==> src/rtl/ram_arb_pkg.sv <==
// ram_arb_pkg: shared types and sizes for the two-port sync_ram arbiter.
// Contents: FSM state enum, port count, default RAM geometry and the
// command payload struct {we, addr, wdata} sized by the default geometry.
package ram_arb_pkg;

  localparam int unsigned NUM_PORTS = 2;
  localparam int unsigned PORT_W    = $clog2(NUM_PORTS);
  localparam int unsigned ADDR_W    = 4;
  localparam int unsigned DATA_W    = 32;

  typedef enum logic [1:0] {
    IDLE    = 2'd0,
    ISSUE   = 2'd1,
    WAIT_RD = 2'd2
  } state_t;

  typedef struct packed {
    logic              we;
    logic [ADDR_W-1:0] addr;
    logic [DATA_W-1:0] wdata;
  } cmd_t;

endpackage

==> src/rtl/rr_pick2.sv <==
// rr_pick2: combinational winner select between two requesters.
// Ports:
//   i_req0, i_req1 : request lines
//   i_last         : port granted most recently (1 = port 1)
//   o_any_c        : some request is present
//   o_win_c        : winning port (0/1), meaningful only with o_any_c
// Build option RAM_ARB_FIXED_PRIO_EN: port 0 always wins a tie and i_last
// is ignored; otherwise a tie goes to the port not granted last.
module rr_pick2 (
  input  logic i_req0,
  input  logic i_req1,
  input  logic i_last,
  output logic o_any_c,
  output logic o_win_c
);

  assign o_any_c = i_req0 | i_req1;

`ifdef RAM_ARB_FIXED_PRIO_EN
  logic w_unused_last;
  assign w_unused_last = i_last;
  // port 1 wins only when port 0 is silent
  assign o_win_c = ~i_req0;
`else
  // a lone requester wins outright; a tie goes to the port not granted last
  assign o_win_c = (i_req0 & i_req1) ? ~i_last : i_req1;
`endif

endmodule

==> src/rtl/ram_arbiter.sv <==
// ram_arbiter: serialises single-word read/write commands from two
// requesters onto one sync_ram (registered read, 1-cycle latency).
// Ports:
//   clk, rst                  : clock, async active-high reset
//   req0/1, we0/1, addr0/1, wdata0/1 : requester commands (held until gnt)
//   gnt0/1                    : one-cycle accept pulse
//   rvalid0/1, rdata          : read return strobe and shared data bus
//   ram_din/addr/writeEn/read : registered RAM command pins
//   ram_dout                  : RAM read data
// Build option RAM_ARB_FIXED_PRIO_EN: fixed priority to port 0, no
// round-robin pointer.
module ram_arbiter
  import ram_arb_pkg::*;
#(
  parameter int unsigned ADDR_WIDTH = ADDR_W,
  parameter int unsigned DATA_WIDTH = DATA_W
) (
  input  logic                  clk,
  input  logic                  rst,
  input  logic                  req0,
  input  logic                  req1,
  input  logic                  we0,
  input  logic                  we1,
  input  logic [ADDR_WIDTH-1:0] addr0,
  input  logic [ADDR_WIDTH-1:0] addr1,
  input  logic [DATA_WIDTH-1:0] wdata0,
  input  logic [DATA_WIDTH-1:0] wdata1,
  output logic                  gnt0,
  output logic                  gnt1,
  output logic                  rvalid0,
  output logic                  rvalid1,
  output logic [DATA_WIDTH-1:0] rdata,
  output logic [DATA_WIDTH-1:0] ram_din,
  output logic [ADDR_WIDTH-1:0] ram_addr,
  output logic                  ram_writeEn,
  output logic                  ram_read,
  input  logic [DATA_WIDTH-1:0] ram_dout
);

  state_t                r_state, w_state_nxt;
  logic                  r_gnt0, r_gnt1, w_gnt0_nxt, w_gnt1_nxt;
  logic                  r_rvalid0, r_rvalid1, w_rvalid0_nxt, w_rvalid1_nxt;
  logic                  r_ram_we, r_ram_rd, w_ram_we_nxt, w_ram_rd_nxt;
  logic [ADDR_WIDTH-1:0] r_ram_addr, w_ram_addr_nxt;
  logic [DATA_WIDTH-1:0] r_ram_din, w_ram_din_nxt;
  logic [PORT_W-1:0]     r_port, w_port_nxt;
  logic                  w_any, w_win, w_last;
  cmd_t                  w_cmd0, w_cmd1, w_sel;

  // Round-robin pointer: port granted most recently, port 0 wins first tie
`ifdef RAM_ARB_FIXED_PRIO_EN
  assign w_last = 1'b1;
`else
  logic r_last, w_last_nxt;
  assign w_last = r_last;

  always_ff @(posedge clk or posedge rst) begin
    if (rst) r_last <= 1'b1;
    else     r_last <= w_last_nxt;
  end
`endif

  rr_pick2 u_pick (
    .i_req0  (req0),
    .i_req1  (req1),
    .i_last  (w_last),
    .o_any_c (w_any),
    .o_win_c (w_win)
  );

  assign w_cmd0 = '{we: we0, addr: ADDR_W'(addr0), wdata: DATA_W'(wdata0)};
  assign w_cmd1 = '{we: we1, addr: ADDR_W'(addr1), wdata: DATA_W'(wdata1)};
  assign w_sel  = w_win ? w_cmd1 : w_cmd0;

  // State and output registers
  always_ff @(posedge clk or posedge rst) begin
    if (rst) begin
      r_state    <= IDLE;
      r_gnt0     <= 1'b0;
      r_gnt1     <= 1'b0;
      r_rvalid0  <= 1'b0;
      r_rvalid1  <= 1'b0;
      r_ram_we   <= 1'b0;
      r_ram_rd   <= 1'b0;
      r_ram_addr <= '0;
      r_ram_din  <= '0;
      r_port     <= '0;
    end else begin
      r_state    <= w_state_nxt;
      r_gnt0     <= w_gnt0_nxt;
      r_gnt1     <= w_gnt1_nxt;
      r_rvalid0  <= w_rvalid0_nxt;
      r_rvalid1  <= w_rvalid1_nxt;
      r_ram_we   <= w_ram_we_nxt;
      r_ram_rd   <= w_ram_rd_nxt;
      r_ram_addr <= w_ram_addr_nxt;
      r_ram_din  <= w_ram_din_nxt;
      r_port     <= w_port_nxt;
    end
  end

  // Next state and next output values; strobes default low, RAM pins hold
  always_comb begin
    w_state_nxt    = r_state;
    w_gnt0_nxt     = 1'b0;
    w_gnt1_nxt     = 1'b0;
    w_rvalid0_nxt  = 1'b0;
    w_rvalid1_nxt  = 1'b0;
    w_ram_we_nxt   = 1'b0;
    w_ram_rd_nxt   = 1'b0;
    w_ram_addr_nxt = r_ram_addr;
    w_ram_din_nxt  = r_ram_din;
    w_port_nxt     = r_port;
`ifndef RAM_ARB_FIXED_PRIO_EN
    w_last_nxt     = r_last;
`endif
    case (r_state)
      IDLE: begin
        if (w_any) begin
          w_state_nxt    = ISSUE;
          w_port_nxt     = PORT_W'(w_win);
          w_gnt0_nxt     = ~w_win;
          w_gnt1_nxt     = w_win;
          w_ram_we_nxt   = w_sel.we;
          w_ram_rd_nxt   = ~w_sel.we;
          w_ram_addr_nxt = ADDR_WIDTH'(w_sel.addr);
          w_ram_din_nxt  = DATA_WIDTH'(w_sel.wdata);
`ifndef RAM_ARB_FIXED_PRIO_EN
          w_last_nxt     = w_win;
`endif
        end
      end
      ISSUE: begin
        // a read returns data one cycle after the RAM samples it
        if (r_ram_rd) begin
          w_state_nxt   = WAIT_RD;
          w_rvalid0_nxt = (r_port == PORT_W'(0));
          w_rvalid1_nxt = (r_port == PORT_W'(1));
        end else begin
          w_state_nxt   = IDLE;
        end
      end
      WAIT_RD: w_state_nxt = IDLE;
      default: w_state_nxt = IDLE;
    endcase
  end

  assign gnt0        = r_gnt0;
  assign gnt1        = r_gnt1;
  assign rvalid0     = r_rvalid0;
  assign rvalid1     = r_rvalid1;
  assign ram_writeEn = r_ram_we;
  assign ram_read    = r_ram_rd;
  assign ram_addr    = r_ram_addr;
  assign ram_din     = r_ram_din;
  assign rdata       = ram_dout;

endmodule

==> config.mk <==
export PLATFORM = sky130hd
export DESIGN_NAME = ram_arbiter
export DESIGN_NICKNAME = d
export VERILOG_FILES = /design/src/rtl/ram_arb_pkg.sv /design/src/rtl/rr_pick2.sv /design/src/rtl/ram_arbiter.sv
export SDC_FILE = /design/constraint.sdc
export NUM_CORES = 1
export LEC_CHECK = 0
export CORE_UTILIZATION = 38
export DETAILED_ROUTE_END_ITERATION = 10
export GPL_ROUTABILITY_DRIVEN = 0
export PLACE_DENSITY = 0.95
export SKIP_LAST_GASP = 1
export SLEW_MARGIN = 10
export SYNTH_ARGS = -nofsm -noshare
export SYNTH_HDL_FRONTEND = slang
export SYNTH_HIERARCHICAL = 1
export SYNTH_SLANG_ARGS = --single-unit
==> constraint.sdc <==
create_clock -name clk -period 3 [get_ports clk]
set_input_delay 0.6 -clock clk [delete_from_list [all_inputs] [get_ports clk]]
set_output_delay 0.6 -clock clk [all_outputs]
set_load 0.01 [all_outputs]
==> results of run 1 <==
[flip-flops by register name, summed over array words and instances, names as in the netlist]
register     flops
ram_din         32
ram_addr         4
r_state          2
gnt0             1
gnt1             1
r_last           1
r_port           1
ram_read         1
ram_writeEn      1
rvalid0          1
rvalid1          1
[worst paths after layout]
kind	start	end	slack [ns]
max	req0	ram_addr[2]	0.92
min	r_port	rvalid0	0.48
max reg2reg	r_last	ram_din[14]	1.40
min reg2reg	r_port	rvalid0	0.48
max in group asynchronous	rst	rvalid0	1.60
min in group asynchronous	rst	ram_din[25]	0.83
[final cells by class]
| class | instances | share of cell area |
|---|---|---|
| clock buffers | 6 | 0.0225 |
| clock inverters | 2 | 0.0163 |
| inverters | 2 | 0.00545 |
| multi-input cells | 86 | 0.288 |
| flip-flops and latches | 46 | 0.313 |
| well taps | 77 | 0.0262 |
| repair buffers | 121 | 0.328 |
[critical path, cell delays in order]
cell and delay [ns]:
clkdlybuf4s50_1 0.52, or2_1 0.12, or3b_4 0.43, clkinv_8 0.24, mux2_4 0.34
[layout by cell type, fill, tap and decap left out]
cell type,synthesis,layout
clkinv_8,1,1
buf_4,32,2
bufinv_16,0,2
clkbuf_8,0,6
a21boi_4,0,1
nor2_1,3,3
or2_1,1,1
clkdlybuf4s50_1,0,119
mux2_4,37,37
inv_2,0,1
dfstp_2,1,1
mux2i_1,1,1
or3b_4,1,1
nor3b_1,1,1
mux2_2,37,37
nand2_1,1,1
dfrtp_1,45,45
and2_1,2,2
nor3_1,1,1
[per-stage QoR]
step | hold slack (ns) | utilization | worst slack [ns] | cell area, um^2 | power (mW)
floorplan | 0.425 | - | 1.18 | 2560 | 1.83
global placement | 0.446 | 0.550 | 0.653 | 3530 | 2.37
detailed placement | 0.463 | 0.550 | 0.614 | 3530 | 2.42
CTS | 0.479 | 0.572 | 0.936 | 3680 | 2.99
global route | 0.496 | 0.572 | 0.895 | 3680 | 3.10
finish | 0.480 | 0.572 | 0.921 | 3680 | 2.95
[cell families after synthesis]
logic type,synth area share
muxes,0.383
DFF,0.449
buffers and inverters,0.142
and+or+nand+nor,0.0224
AOI/OAI and AO/OA,0.00293
[power by group through the flow]
stage / logic, mW / clock network, mW / registers (mW)
after floorplan: 0.706 / 0 / 1.13
after global placement: 1.33 / 0 / 1.03
after detailed placement: 1.37 / 0 / 1.04
after CTS: 1.37 / 0.575 / 1.04
after global routing: 1.44 / 0.593 / 1.07
final: 1.36 / 0.556 / 1.04
[layer usage]
layer	global-route usage	wire, um	vias up
li1	-	-	741
met5	0	0	-
met2	0.297	2860	80
met1	0.179	1950	762
met4	0.0376	18	0
met3	0.0492	390	4
==> results.txt, run 1 <==
total track usage - 0.160
hpwl dp - 4020 um
Worst-Margin Slew - 0.925 ns
count of cells resized by post-cts repair - 0
FFs w/ async S/R, synth - 1.00
LEAKAGE - 1.58 nW
CP Launch Type - primary input
CTS tree - done
Final Hold Viols - 0
hold depth - 1
Peak supply drop - 0.489 mV
cell with the most instances after synthesis - dfrtp_1
clk_lat worst skew - 0.29 ns
worst path arrival time - 2.26 ns
routed len/inst - 15.3 um
NumNets Final - 372
# Post-CTS Setup Buffers - 0
Sequential cell area - 1150 um^2
Antenna Nets Post-Route - 0
mapped cell area - 2560 um^2
initial core utilization - 0.399
Switching Fraction - 0.271
first-pass GRT wire length - 8850 um
Pre-antenna DRT Iters - 6
syn_nets - 285
Die X - 84.1 um
CP Capture Type - register
vias after detailed routing - 1,587
Cells after Synth - 175
predominant post-synthesis flop cell - dfrtp_1
fillers - 550
die area - 7080 um^2
total core area - 6420 um^2
pin count of the biggest net entering global routing - 47
placed instance count - 332
Final Max Slew Viols - 0
Warnings, synthesis - 6
status - finished with violations
Sequential Power Share - 0.352
Synth Register Bits - 46
Max-Cap Viols - 0
final wirelength - 5220 um
share of layout cells above drive strength 1 - 0.338
Residual DRC - 23
syn_area_per_cell - 14.6 um^2
Power Dens Cells - 802 nW/um^2
worst path required time - 3.18 ns
hold crit path type - reg -> reg
standard-cell rows - 29
First DRT Iteration DRCs - 38
endpoints failing setup - 0
Seq/Total Area, Yosys - 0.449
Setup TNS Final - 0 ns
CP Class - in -> reg
Synth cell types - 19
Antenna Cells - 0
Psw - 800 uW
crit-path max FO - 40
Comb pwr share - 0.460
CTS Buf Count - 5
leading post-synthesis cells by cell area - dfrtp_1 44%, mux2_4 22%, mux2_2 16%, buf_4 9.4%, buf_12 3.1%
failing checks - DRC
Layout Skew - 0.00585 ns
CTS Sinks - 46
Post-synth EDFFs - 0
clock group share of total power - 0.189
chip height - 84.1 um
initial antenna violation count - 0
Root Buffer Master - clkbuf_8
# hold bufs at CTS - 0
Max Fclk - 481 MHz
Multi-input gate area - 1060 um^2
Worst R2R Path Depth - 4
io pins - 184
P&R area growth vs syn - 43.4%
worst rel slew slack - 0.382
top cell type's share of synthesized area - 0.439
# H-tree levels - 2
total gr overflow - 0
Via density - 4.67
final std cells w/o fill - 340
I/O Buffers - 119
Worst-path clk slew - 0.08 ns
part of the cycle the worst path needs - 0.693
Internal - 2.15 mW
post-route minimum period - 2.08 ns
vias in the first global route - 1,812
largest area contributor in the netlist - dfrtp_1
clk buf depth - 2
RSZ-0062 raised after global routing - false
synth cell count leaders - 45 x dfrtp_1, 37 x mux2_2, 37 x mux2_4
Note: power is estimated with default switching activity, not from simulation.
==> run 2, diff against run 1 <==
- CORE_UTILIZATION: 38 -> 35
- PLACE_DENSITY: 0.95 -> 0.92
- clock period: 3 -> 2.2 ns (I/O delays scaled with it)
==> run 2 against run 1 <==
Compared with the run above:
- the flow now finishes without violations
- largest cell class unchanged
- setup slack worse by 0.59 ns
- final cell count up 6.2%
- critical path type unchanged
- combinational power up 38%
- register-to-register slack worse by 0.81 ns
==> results.txt, run 2 (synthesis gave the netlist of run 1 again) <==
status - finished, final reports clean (was finished with violations)
number of flip-flops in the largest register - 32 (unchanged)
vias in the first global route - 1,772 (was 1,812)
routed len/inst - 15.4 um (was 15.3 um)
total gr overflow - 0 (unchanged)
clock group share of total power - 0.137 (was 0.189)
Switching Fraction - 0.288 (was 0.271)
CP Capture Type - register (unchanged)
CTS Buf Count - 5 (unchanged)
final wirelength - 5540 um (was 5220 um)
CP Class - in -> reg (unchanged)
final std cells w/o fill - 361 (was 340)
Pre-antenna DRT Iters - 3 (was 6)
fillers - 597 (was 550)
Power Dens Cells - 1030 nW/um^2 (was 802 nW/um^2)
# hold bufs at CTS - 0 (unchanged)
worst path required time - 2.38 ns (was 3.18 ns)
CP Launch Type - primary input (unchanged)
pin count of the biggest net entering global routing - 41 (was 47)
worst rel slew slack - 0.657 (was 0.382)
Internal - 2.72 mW (was 2.15 mW)
part of the cycle the worst path needs - 0.848
NumNets Final - 374 (was 372)
chip height - 87.6 um (was 84.1 um)
clk buf depth - 2 (unchanged)
# Post-CTS Setup Buffers - 0 (unchanged)
Setup TNS Final - 0 ns (unchanged)
Layout Skew - 0.00564 ns (was 0.00585 ns)
# H-tree levels - 2 (unchanged)
die area - 7670 um^2 (was 7080 um^2)
worst path arrival time - 2.04 ns (was 2.26 ns)
Final Max Slew Viols - 0 (unchanged)
total track usage - 0.149 (was 0.160)
Worst-Margin Slew - 0.514 ns (was 0.925 ns)
standard-cell rows - 30 (was 29)
Multi-input gate area - 1060 um^2 (unchanged)
total core area - 6940 um^2 (was 6420 um^2)
io pins - 184 (unchanged)
LEAKAGE - 1.58 nW (about the same)
hpwl dp - 4170 um (was 4020 um)
Final Hold Viols - 0 (unchanged)
Worst-path clk slew - 0.08 ns (about the same)
most frequent cells in the layout - 119 x clkdlybuf4s50_1, 45 x dfrtp_1, 37 x mux2_4, 37 x mux2_2, 6 x clkbuf_8 (unchanged)
Sequential Power Share - 0.370 (was 0.352)
First DRT Iteration DRCs - 15 (was 38)
CTS Sinks - 46 (unchanged)
placed instance count - 353 (was 332)
initial antenna violation count - 0 (unchanged)
hold crit path type - reg -> reg (unchanged)
share of layout cells above drive strength 1 - 0.340 (was 0.338)
count of cells resized by post-cts repair - 0 (unchanged)
Max-Cap Viols - 0 (unchanged)
Via density - 4.55 (was 4.67)
Psw - 1.10 mW (was 800 uW)
Residual DRC - 0 (was 23)
crit-path max FO - 40 (unchanged)
RSZ-0062 raised after global routing - false (unchanged)
hold depth - 1 (unchanged)
I/O Buffers - 119 (unchanged)
CTS tree - done (unchanged)
Antenna Nets Post-Route - 0 (unchanged)
post-route minimum period - 1.87 ns
clk_lat worst skew - 0.29 ns (about the same)
Worst R2R Path Depth - 3 (was 4)
Antenna Cells - 0 (unchanged)
initial core utilization - 0.369 (was 0.399)
Peak supply drop - 0.598 mV (was 0.489 mV)
Max Fclk - 536 MHz
most common cell after layout, fill and taps aside - clkdlybuf4s50_1 (unchanged)
P&R area growth vs syn - 44.4% (was 43.4%)
endpoints failing setup - 0 (unchanged)
Root Buffer Master - clkbuf_8 (unchanged)
vias after detailed routing - 1,644 (was 1,587)
Comb pwr share - 0.493 (was 0.460)
Die X - 87.6 um (was 84.1 um)
Sequential cell area - 1150 um^2 (unchanged)
first-pass GRT wire length - 8740 um (was 8850 um)
run 2: changes by cell type in the layout (fill, tap and decap cells not counted), sizes merged:
cell / previous run / this run
bufinv: 2 / 0
clkbuf: 6 / 7
clkinv: 1 / 2
buf: 2 / 4
run 2: routing by layer:
metal  part of all wire  wire [um]  track usage  vias up
li1                   -          -            -      743
met1               0.39       2170        0.169      790
met2               0.50       2790        0.264       97
met3              0.092        510       0.0547       14
met4              0.013         72       0.0432        0
met5                  0          0            0        -
run 2: area by class of cell:
class | count | area share
flip-flops and latches | 46 | 0.311
well taps | 96 | 0.0325
inverters | 2 | 0.00541
multi-input cells | 86 | 0.286
clock buffers | 7 | 0.0233
repair buffers | 123 | 0.340
clock inverters | 1 | 0.00135
run 2: per-stage QoR:
| step | power [mW] | setup slack (ns) | util | instance area [um^2] | hold slack [ns] |
|---|---|---|---|---|---|
| 6_report | 3.82 | 0.334 | 0.533 | 3700 | 0.465 |
| 5_1_grt | 4.04 | 0.304 | 0.533 | 3700 | 0.488 |
| 4_1_cts | 3.88 | 0.347 | 0.533 | 3700 | 0.463 |
| 3_5_place_dp | 3.33 | 0.0329 | 0.520 | 3610 | 0.454 |
| 3_3_place_gp | 3.27 | 0.0651 | 0.520 | 3610 | 0.447 |
| 2_1_floorplan | 2.50 | 0.538 | - | 2560 | 0.425 |
run 2: power by group through the flow:
stage / Sequential (mW) / Combinational (mW) / Clock, mW
after floorplan: 1.54 / 0.963 / 0
after global placement: 1.42 / 1.85 / 0
after detailed placement: 1.42 / 1.91 / 0
after CTS: 1.42 / 1.92 / 0.545
after global routing: 1.45 / 2.00 / 0.587
final: 1.41 / 1.88 / 0.526
run 2: final timing paths:
| check | endpoint | from | slack (ns) |
|---|---|---|---|
| setup / recovery | ram_din[8] | req1 | 0.33 |
| hold / removal | rvalid0 | r_port | 0.47 |
| setup reg to reg | ram_din[8] | r_state[1] | 0.59 |
| hold reg to reg | rvalid0 | r_port | 0.47 |
| max in group asynchronous | r_last | rst | 1.11 |
| min in group asynchronous | ram_din[30] | rst | 0.50 |
run 2: critical path, stage by stage:
cell and delay [ns]:
clkdlybuf4s50_1 0.47, or2_1 0.09, or3b_4 0.42, clkinv_8 0.23
mux2_4 0.34
==> run 3, diff against run 2 <==
- CORE_UTILIZATION: 35 -> 32
- PLACE_DENSITY: 0.92 -> 0.89
- clock period: 2.2 -> 1.55 ns (I/O delays scaled with it)
==> run 3 against run 2 <==
Compared with the run above:
- the flow now finishes with violations (setup timing)
- clock-buffer cell count stayed put
- register-to-register slack worse by 0.62 ns
- combinational power is 48% higher
- clock power is 64% higher
- critical path depth stayed put
- largest cell class unchanged
- first-iteration DRC count is 93% higher
- highest routed layer unchanged
==> results.txt, run 3 (synthesis gave the netlist of run 1 again) <==
status - finished with violations (was finished, final reports clean)
failing checks - setup timing
I/O Buffers - 119 (unchanged)
Worst-Margin Slew - 0.322 ns (was 0.514 ns)
Via density - 4.43 (was 4.55)
worst rel slew slack - 0.786 (was 0.657)
GR peak layer - met2 (unchanged)
P&R area growth vs syn - 53.9% (was 44.4%)
M2 GR Usage - 0.242 (was 0.264)
crit path cell chain - a21boi_4 > buf_6 > clkbuf_16 > mux2_4 > mux2_4 (was clkdlybuf4s50_1 > or2_1 > or3b_4 > clkinv_8 > mux2_4)
crit-path max FO - 5 (was 40)
Largest delay share family, worst path - flip-flops (was buffers and inverters)
# hold bufs at CTS - 0 (unchanged)
CTS Sinks - 46 (unchanged)
total track usage - 0.139 (was 0.149)
final std cells w/o fill - 377 (was 361)
standard-cell rows - 32 (was 30)
worst path arrival time - 1.76 ns (was 2.04 ns)
post-route cell area - 3950 um^2 (was 3700 um^2)
Antenna Nets Post-Route - 0 (unchanged)
met1 Usage GRT - 0.168 (was 0.169)
clk_lat worst skew - 0.28 ns (was 0.29 ns)
CP peak stage delay - 0.56 ns (was 0.47 ns)
Final Max Slew Viols - 0 (unchanged)
post-route minimum period - 1.58 ns
CP Class - reg -> reg (was in -> reg)
vias in the first global route - 1,861 (was 1,772)
First DRT Iteration DRCs - 29 (was 15)
CP max stage cell - dfstp_2 (was clkdlybuf4s50_1)
register-to-register setup slack - -0.03 ns (was 0.59 ns)
routed len/inst - 15.2 um (was 15.4 um)
clk buf depth - 2 (unchanged)
Worst R2R Path Depth - 5 (was 3)
Final Hold Viols - 0 (unchanged)
hold crit path type - in -> async (was reg -> reg)
Max-Cap Viols - 0 (unchanged)
Residual DRC - 0 (unchanged)
RSZ-0062 raised after global routing - true (was false)
initial core utilization - 0.332 (was 0.369)
placed instance count - 363 (was 353)
Die X - 91.5 um (was 87.6 um)
first-pass GRT wire length - 9250 um (was 8740 um)
CTS Buf Count - 5 (unchanged)
chip height - 91.5 um (was 87.6 um)
io pins - 184 (unchanged)
most common cell after layout, fill and taps aside - clkdlybuf4s50_1 (unchanged)
Layout Skew - 0.00324 ns (was 0.00564 ns)
Antenna Cells - 0 (unchanged)
initial antenna violation count - 0 (unchanged)
Worst-path clk slew - 0.08 ns (about the same)
vias after detailed routing - 1,669 (was 1,644)
worst r2r src - r_last (was r_state[1])
Power Dens Cells - 1430 nW/um^2 (was 1030 nW/um^2)
Peak supply drop - 0.748 mV (was 0.598 mV)
total core area - 7730 um^2 (was 6940 um^2)
part of the cycle the worst path needs - 1.02
die area - 8370 um^2 (was 7670 um^2)
Buf/Inv on CP - 2 (unchanged)
Pre-antenna DRT Iters - 4 (was 3)
most frequent CP cell - mux2_4
most frequent cells in the layout - 97 x clkdlybuf4s50_1, 46 x mux2_4, 45 x dfrtp_1, 28 x mux2_2, 20 x dlymetal6s2s_1 (was 119 x clkdlybuf4s50_1, 45 x dfrtp_1, 37 x mux2_4, 37 x mux2_2, 6 x clkbuf_8)
CTS tree - done (unchanged)
hpwl dp - 4000 um (was 4170 um)
endpoints failing setup - 23 (was 0)
worst path required time - 1.72 ns (was 2.38 ns)
# H-tree levels - 2 (unchanged)
CP Launch Type - register (was primary input)
share of layout cells above drive strength 1 - 0.360 (was 0.340)
Max Fclk - 631 MHz
met3 usage in global routing - 0.0394 (was 0.0547)
number of flip-flops in the largest register - 32 (unchanged)
fillers - 661 (was 597)
Setup TNS Final - -0.435 ns (was 0 ns)
Final Worst Setup Slack - -0.0342 ns (was 0.334 ns)
LEAKAGE - 1.88 nW (was 1.58 nW)
RR Endpoint - ram_din[6] (was ram_din[8])
final wirelength - 5740 um (was 5540 um)
Post-Place Cell Area - 3630 um^2 (was 3610 um^2)
CP Capture Type - register (unchanged)
NumNets Final - 384 (was 374)
total gr overflow - 0 (unchanged)
Root Buffer Master - clkbuf_8 (unchanged)
pin count of the biggest net entering global routing - 41 (unchanged)
## run 3: changes by cell type in the layout (fill, tap and decap cells not counted), sizes merged
cell           change
dlymetal6s2s      +20
clkdlybuf4s50     -22
clkinv             -1
buf                +9
dlygate4sd2        +2
bufinv             +1
clkbuf             +1
## run 3: worst max-delay path by stage
stage | startpoint | endpoint | slack (ns) | cells after the start
after floorplan | r_last | ram_addr[0] | -0.01 | 5
after global placement | req1 | ram_din[19] | -0.44 | 5
after detailed placement | req1 | ram_addr[0] | -0.48 | 5
after CTS | r_last | ram_din[8] | -0.02 | 5
after global routing | r_last | ram_din[5] | -0.09 | 5
final | r_last | ram_din[6] | -0.03 | 5
## run 3: routing by layer
layer	wire length (um)	part of all wire	up-vias
li1	-	-	762
met3	362	0.063	8
met5	0	0	-
met1	2420	0.42	816
met4	59	0.010	0
met2	2900	0.51	83
## run 3: worst reg2reg max path, cell delays in order (launching register included)
cell       delay [ns]
dfstp_2          0.56
a21boi_4         0.07
buf_6            0.14
clkbuf_16        0.16
mux2_4           0.29
mux2_4           0.25
## run 3: report_power, final
group,leakage [nW],internal [mW],switching [mW]
logic,1.28,1.86,0.924
registers,0.548,1.70,0.278
clock network,0.0524,0.483,0.382
## run 3: per-stage QoR
| step | setup WS [ns] | power (mW) | util | hold WS (ns) |
|---|---|---|---|---|
| 2_1_floorplan | -0.0106 | 3.55 | - | 0.425 |
| 3_3_place_gp | -0.437 | 4.65 | 0.470 | 0.447 |
| 3_5_place_dp | -0.480 | 4.71 | 0.470 | 0.470 |
| 4_1_cts | -0.0219 | 5.73 | 0.498 | 0.388 |
| 5_1_grt | -0.0877 | 5.96 | 0.511 | 0.402 |
| 6_report | -0.0342 | 5.63 | 0.511 | 0.387 |
## run 3: cell type report
| type | count | area (um^2) | share of cell area |
|---|---|---|---|
| Timing Repair Buffer | 133 | 1430 | 0.363 |
| Inverter | 2 | 33.8 | 0.00856 |
| Sequential cell | 46 | 1150 | 0.292 |
| Clock buffer | 7 | 76.3 | 0.0193 |
| Tap cell | 102 | 128 | 0.0324 |
| Clock inverter | 1 | 30.0 | 0.00761 |
| Multi-Input combinational cell | 86 | 1090 | 0.277 |
## run 3: what timing repair did
item | CTS | global route
endpoints found under the setup margin | 37 | 52
pin swaps | 1 | 0
gates resized for setup | 9 | 29
gates cloned | 2 | 2
buffers inserted | 3 | 0
